[src/rtl/bin2bcd_seq.sv]
// Iterative binary-to-BCD converter (shift-and-add-3), one input bit per clock.
// Valid/ready handshake on both sides, with a sticky overflow flag when the digits run out.
module bin2bcd_seq #(
    parameter int IN_W   = 8,
    parameter int DIGITS = 3
) (
    input  logic                  clk,
    input  logic                  rst,
    input  logic                  in_valid,
    output logic                  in_ready,
    input  logic [IN_W-1:0]       in_bin,
    output logic                  out_valid,
    input  logic                  out_ready,
    output logic [4*DIGITS-1:0]   out_bcd,
    output logic                  out_ovf,
    output logic                  busy
);

    localparam int BCD_W = 4 * DIGITS;
    localparam int CNT_W = $clog2(IN_W + 1);

    typedef enum logic [1:0] {
        IDLE,
        SHIFT,
        DONE
    } state_t;

    state_t            state, state_next;
    logic [IN_W-1:0]   bin_reg, bin_next;
    logic [BCD_W-1:0]  bcd_reg, bcd_next, bcd_adj;
    logic              ovf_reg, ovf_next;
    logic [CNT_W-1:0]  cnt, cnt_next;

    // Digits are always <= 9 here, so the corrected value never exceeds 12.
    always_comb begin
        bcd_adj = bcd_reg;
        for (int k = 0; k < DIGITS; k++) begin
            if (bcd_reg[4*k +: 4] >= 4'd5)
                bcd_adj[4*k +: 4] = bcd_reg[4*k +: 4] + 4'd3;
        end
    end

    always_comb begin
        state_next = state;
        bin_next   = bin_reg;
        bcd_next   = bcd_reg;
        ovf_next   = ovf_reg;
        cnt_next   = cnt;
        unique case (state)
            IDLE: begin
                if (in_valid) begin
                    bin_next   = in_bin;
                    bcd_next   = '0;
                    ovf_next   = 1'b0;
                    cnt_next   = '0;
                    state_next = SHIFT;
                end
            end
            SHIFT: begin
                // A bit falling off the top digit means the value is >= 10^DIGITS.
                {bcd_next, bin_next} = {bcd_adj[BCD_W-2:0], bin_reg, 1'b0};
                ovf_next = ovf_reg | bcd_adj[BCD_W-1];
                cnt_next = cnt + CNT_W'(1);
                if (cnt == CNT_W'(IN_W - 1))
                    state_next = DONE;
            end
            DONE: begin
                if (out_ready)
                    state_next = IDLE;
            end
            default: state_next = IDLE;
        endcase
    end

    always_ff @(posedge clk) begin
        if (rst) begin
            state   <= IDLE;
            bin_reg <= '0;
            bcd_reg <= '0;
            ovf_reg <= 1'b0;
            cnt     <= '0;
        end else begin
            state   <= state_next;
            bin_reg <= bin_next;
            bcd_reg <= bcd_next;
            ovf_reg <= ovf_next;
            cnt     <= cnt_next;
        end
    end

    assign in_ready  = (state == IDLE);
    assign out_valid = (state == DONE);
    assign busy      = (state != IDLE);
    assign out_bcd   = bcd_reg;
    assign out_ovf   = ovf_reg;

endmodule

[config.mk]
export PLATFORM = sky130hd
export DESIGN_NAME = bin2bcd_seq
export DESIGN_NICKNAME = d
export VERILOG_FILES = /design/src/rtl/bin2bcd_seq.sv
export SDC_FILE = /design/constraint.sdc
export NUM_CORES = 1
export LEC_CHECK = 0
export BUFFER_PORTS_ARGS = -buffer_cell sky130_fd_sc_hd__buf_2
export CAP_MARGIN = 20
export CORE_UTILIZATION = 46
export CTS_CLUSTER_DIAMETER = 120
export DETAILED_ROUTE_END_ITERATION = 8
export GPL_TIMING_DRIVEN = 0
export PLACE_DENSITY_LB_ADDON = 0.25
export SYNTH_ARGS = -nofsm -noshare
export SYNTH_HDL_FRONTEND = slang
export SYNTH_SLANG_ARGS = --single-unit
[constraint.sdc]
create_clock -name clk -period 1.75 [get_ports clk]
set_input_delay 0.0875 -clock clk [delete_from_list [all_inputs] [get_ports clk]]
set_output_delay 0.0875 -clock clk [all_outputs]
set_load 0.02 [all_outputs]
# --- Word-level counts from Yosys, hierarchy flattened ---
# Cells that the tools add are included.
op_classes:
  addsub: 4
  multipliers: 0
  div: 0
  n_lt_le_gt_ge: 3
  n_eq_ne: 6
  shifts: 0
  n_mux: 15
  bitwise_logic: 1
  n_reduce_logical: 5
ops:
  columns: ["op", "count"]
  rows:
  - ["12-bit case mux with 2 select lines", 1]
  - ["4-bit 2-to-1 mux", 4]
  - ["8-bit case mux with 2 select lines", 1]
  - ["4-bit by 2-bit adder with 4-bit output (second input constant)", 3]
  - ["4-bit by 3-bit >= comparator with 1-bit output (second input constant)", 3]
  - ["12-bit 2-to-1 mux", 1]
  - ["8-bit 2-to-1 mux", 1]
  - ["4-bit case mux with 2 select lines", 1]
  - ["2-bit 2-to-1 mux", 3]
  - ["2-bit case mux with 3 select lines", 1]
  - ["4-bit by 1-bit adder with 4-bit output (second input constant)", 1]
  - ["4-bit by 3-bit == test with 1-bit output (second input constant)", 1]
  - ["2-bit inequality test (second input constant)", 2]
  - ["2-bit nonzero test", 2]
  - ["3-bit AND reduction", 1]
  - ["2-bit by 1-bit == test with 1-bit output (second input constant)", 1]
  - ["2-bit == test (second input constant)", 1]
  - ["2-bit zero test", 1]
  - ["2-bit by 1-bit inequality test with 1-bit output (second input constant)", 1]
  - ["1-bit case mux with 2 select lines", 1]
  - ["2-bit AND reduction", 1]
  - ["1-bit 2-to-1 mux", 1]
  - ["1-bit bitwise OR", 1]
totals:
  regBits: 27
  latchBits: 0
  ramBits: 0
  rom_bits: 0
  output_inout_bits: 16
  wordCells: 39
  mem_count: 0

# --- Logic depth before layout (Yosys ltp) ---
depth:
  word_depth: 4
  ltp_mapped: 6

# --- Worst setup path after synthesis ---
# OpenSTA, ideal clock, no wires.
synth_path:
  path_type: "register -> register"
  startpoint: "register bcd_reg[8] (netlist: out_bcd[8])"
  endpoint: "register ovf_reg (netlist: out_ovf)"
  setup_time_ps: 74
  arrival_ps: 1585
  required_ps: 1676
  path_slack_ps: 91
  path_stages_with_launch: 6
  path_buffers: 0
  path_cell_list: "dfxtp_1 -> inv_1 -> ha_1 -> nor2b_1 -> or4b_1 -> a31oi_1"
synth_via:
  elab_chain_cells: 4
  word_cells_on_any_way: 5
  classes_between: "add/sub: 1; order compare: 1; mux: 2; bitwise: 1"
synth_rtl:
  columns: ["element", "line", "rtl"]
  rows:
  - ["start: declaration", "30", "logic [BCD_W-1:0] bcd_reg, bcd_next, bcd_adj;"]
  - ["start signal: assignment", "85", "bcd_reg <= bcd_next;"]
  - ["4-bit by 2-bit adder with 4-bit output or 4-bit by 3-bit >= comparator with 1-bit output (tied branches)", "39, 38", null]
  - ["4-bit 2-to-1 mux (*)", "38", "if (bcd_reg[4*k +: 4] >= 4'd5)"]
  - ["1-bit bitwise OR (*)", "62", "ovf_next = ovf_reg | bcd_adj[BCD_W-1];"]
  - ["1-bit case mux with 2 select lines (*)", "49", "unique case (state)"]
  - ["end signal: assignment", "86", "ovf_reg <= ovf_next;"]
  - ["end: declaration", "31", "logic ovf_reg, ovf_next;"]
# Every way passes the cells marked *; elsewhere a longest branch is shown, timed or not.
# A chain may end at the register's enable or synchronous reset.

# --- Worst setup path in the final report ---
layout_path:
  startpoint: "register bcd_reg[9] (netlist: out_bcd[9])"
  endpoint: "register ovf_reg (netlist: out_ovf)"
# The elaborated chain is that of the path after synthesis.

==> flow_summary_export.csv <==
group,metric,value,unit
global_route,grt_pass1_vias,1296,
clock_network,cts_num_sinks,27,
yosys,synth_edf_count,0,
floorplan,die_h,59.1,um
route,drtAntennaViolNets,0,
layout,drive_gt1_share,22.4,%
global_route,grt.busiest_layer,"met2",
floorplan,die_width,59.1,um
clock_network,clk_pin_slew,0.15,ns
yosys,syn_inst,175,
yosys,synth_top_area_share,36.0,%
route,route.detailed.drc,0,
sta,post-route-period-util,93.0,%
yosys,syn_avg_cell_area,8.57,um^2
run,cap_violations,0,
sta,fin_crit,1.63,ns
route,vias_per_cell,5.50,
sta,setup_viol,0,
worst_setup_path,slowest_stage,"or4b_1",
yosys,synth_top_area_cell,"dfxtp_1",
worst_setup_path,cpPeakStageDelay,0.50,ns
yosys,syn-cell-area,1500,um^2
yosys,async_flop_share,0,%
clock_network,cts-root-buf,"clkbuf_4",
sta,setup-tns-final,0,ns
sta,fmax,0.614,GHz
global_route,grt_overflow,0,
global_route,grtUsageMet3,3.06,%
yosys,synthTopCellsByArea,"dfxtp_1 36%, ha_1 5.8%, o221a_2 5.3%",
worst_setup_path,crit_fanout,5,
yosys,ys.flop_type,"dfxtp_1",
route,wire_per_inst,13.7,um
route,routed_wl,3420,um
placed_design,place_ws,0.124,ns
route,drtPass1Iterations,5,
worst_setup_path,crit_path_end_kind,"flop",
global_route,use_met2,38.8,%
worst_setup_path,cp_data_required_time,2.01,ns
sta,finalHoldViolations,0,
worst_setup_path,cp_cell_sequence,"inv_1 > ha_1 > nor2b_1 > or4b_1 > a31oi_1",
global_route,grt_use_total,21.1,%
sta,clock_skew,0.00891,ns
pwr,p_leak,0.000669,uW
floorplan,die_area,3490,um^2
clock_network,worstSkewPairLatency,0.32,ns
route,drtIter0Drc,64,
pwr,power_density,624,nW/um^2
min_path,hold_class,"in -> reg",
floorplan,io_pins,28,
clock_network,cts_tree,"done",
yosys,yosys_warnings,0,
pwr,ir_worst_vdd,0.234,mV
sta,rsz0062_at_grt,"no",
clock_network,cts_buffer_depth,2,
clock_network,numCtsBuffers,3,
yosys,synth.distinct_cells,37,
sta,finalMaxSlewViolations,0,
clock_network,cts.htree.levels,1,
clock_network,postCtsSetupBuffers,0,
global_route,grt_antenna_before_repair,0,
layout,area_growth,15.0,%
placed_design,routabilityCongestion,0.834,
layout,diodes,0,
layout,largest_register_ffs,12,
placed_design,dpl.hpwl,2520,um
yosys,synth_seq_area_share,36.0,%
yosys,synth.net_count,194,
worst_setup_path,worstSetupStartpointType,"flop",
global_route,grt_pass1_wl,5620,um
global_route,grt_max_degree,20,
status,status,"complete, no violations",
placed_design,portBuffers,26,
global_route,grtUsageMet1,25.1,%
floorplan,core,3080,um^2
floorplan,placementRows,20,
yosys,ys_ff_latch,27,
floorplan,start_util,48.7,%
sta,worst_slew_pin_slew,0.487,ns
sta,setup_ws,0.122,ns
layout,fin_nets,225,
route,vias,1369,
sta,relSlewSlack,67.6,%
worst_setup_path,crit_type,"reg -> reg",
worst_setup_path,cp.arrival,1.88,ns
==> logic make-up after synthesis <==
group,after synthesis,synth area share (%)
adders and majority gates,7,5.84
xor gates and xnor gates,2,1.17
AOI/OAI and AO/OA,53,25.9
buffers and inverters,27,7.92
muxes,3,2.00
DFF,27,36.0
and+or+nand+nor,56,21.2
==> routing by layer <==
metal,up-vias,wire length [um]
li1,689,-
met1,647,1560
met2,31,1720
met3,2,115
met4,0,19
met5,-,0
==> cells in the final DEF (no fill, tap or decap), drive strengths merged <==
master / count
a21o: 1
a21oi: 10
a22oi: 2
a31oi: 1
a32o: 2
and2b: 1
and4b: 1
buf: 34
clkbuf: 7
dfxtp: 27
dlygate4sd3: 1
ha: 7
inv: 15
mux2i: 3
nand2: 5
nand2b: 4
nand3: 12
nand3b: 2
nor2: 13
nor2b: 9
nor3: 1
nor3b: 2
nor4b: 3
o2111ai: 6
o211ai: 6
o21a: 3
o21ai: 11
o21ba: 1
o21bai: 1
o221a: 7
o31a: 2
or2b: 2
or4b: 1
xnor2: 2
==> path summary, 6_finish.rpt <==
path,start,end,slack (ns),cells after the start
worst max-delay path,out_bcd[9],out_ovf,0.12,5
worst min register to register,bin_reg[0],bin_reg[0],0.49,2
worst max register to register,out_bcd[9],out_ovf,0.12,5
worst min-delay path,out_ready,state[1],0.07,4
==> worst max-delay path: cells and delay by family (launching register included) <==
family | cells | cell delay, ns
compound gates | 1 | 0.18
flops | 1 | 0.42
fa+ha+maj | 1 | 0.21
buf+inv | 1 | 0.08
simple gates | 2 | 0.68
==> synth_stat cells (3+ instances only) <==
master and instances:
dfxtp_1 27, inv_1 15, nor2_1 13, nand3_1 12, o21ai_0 11, a21oi_1 10, nor2b_1 9, ha_1 7
o221a_2 7, o2111ai_1 6, o211ai_1 6, buf_2 5, nand2_1 5, nand2b_1 4, clkbuf_1 3, mux2i_1 3
nor4b_1 3, o21a_1 3
==> where the power goes <==
part           internal, uW  total, uW  leakage (uW)  switching (uW)
registers               636        648      0.000221            12.7
logic                  70.8        159      0.000434            88.3
clock network          89.0        270     0.0000150             181
==> metrics by stage <==
step | area, um^2 | std cells | hold slack [ns] | util, % | power [uW]
after floorplan | 1500 | 175 | 0.167 | - | 769
after global placement | 1690 | 245 | 0.342 | 54.8 | 812
after detailed placement | 1690 | 245 | 0.347 | 54.8 | 817
after CTS | 1720 | 249 | 0.0597 | 55.8 | 1090
after global routing | 1730 | 249 | 0.0735 | 56.1 | 1130
final | 1730 | 249 | 0.0729 | 56.1 | 1080
==> layout make-up <==
cell class	count	area, um^2
fill	285	1350
timing repair buffer	27	140
sequential	27	542
multi-input combinational	121	847
buffer	11	58.8
inverter	15	56.3
tap	44	55.1
clock buffer	4	26.3
==> repair_timing <==
item / 4_1_cts / 5_1_grt
gates resized for setup: 0 / 2
endpoints found under the setup margin: 1 / 3
endpoints found under the hold margin: 1 / 0
hold buffers: 1 / 0
No activity file was read; power rests on OpenSTA's default activity.
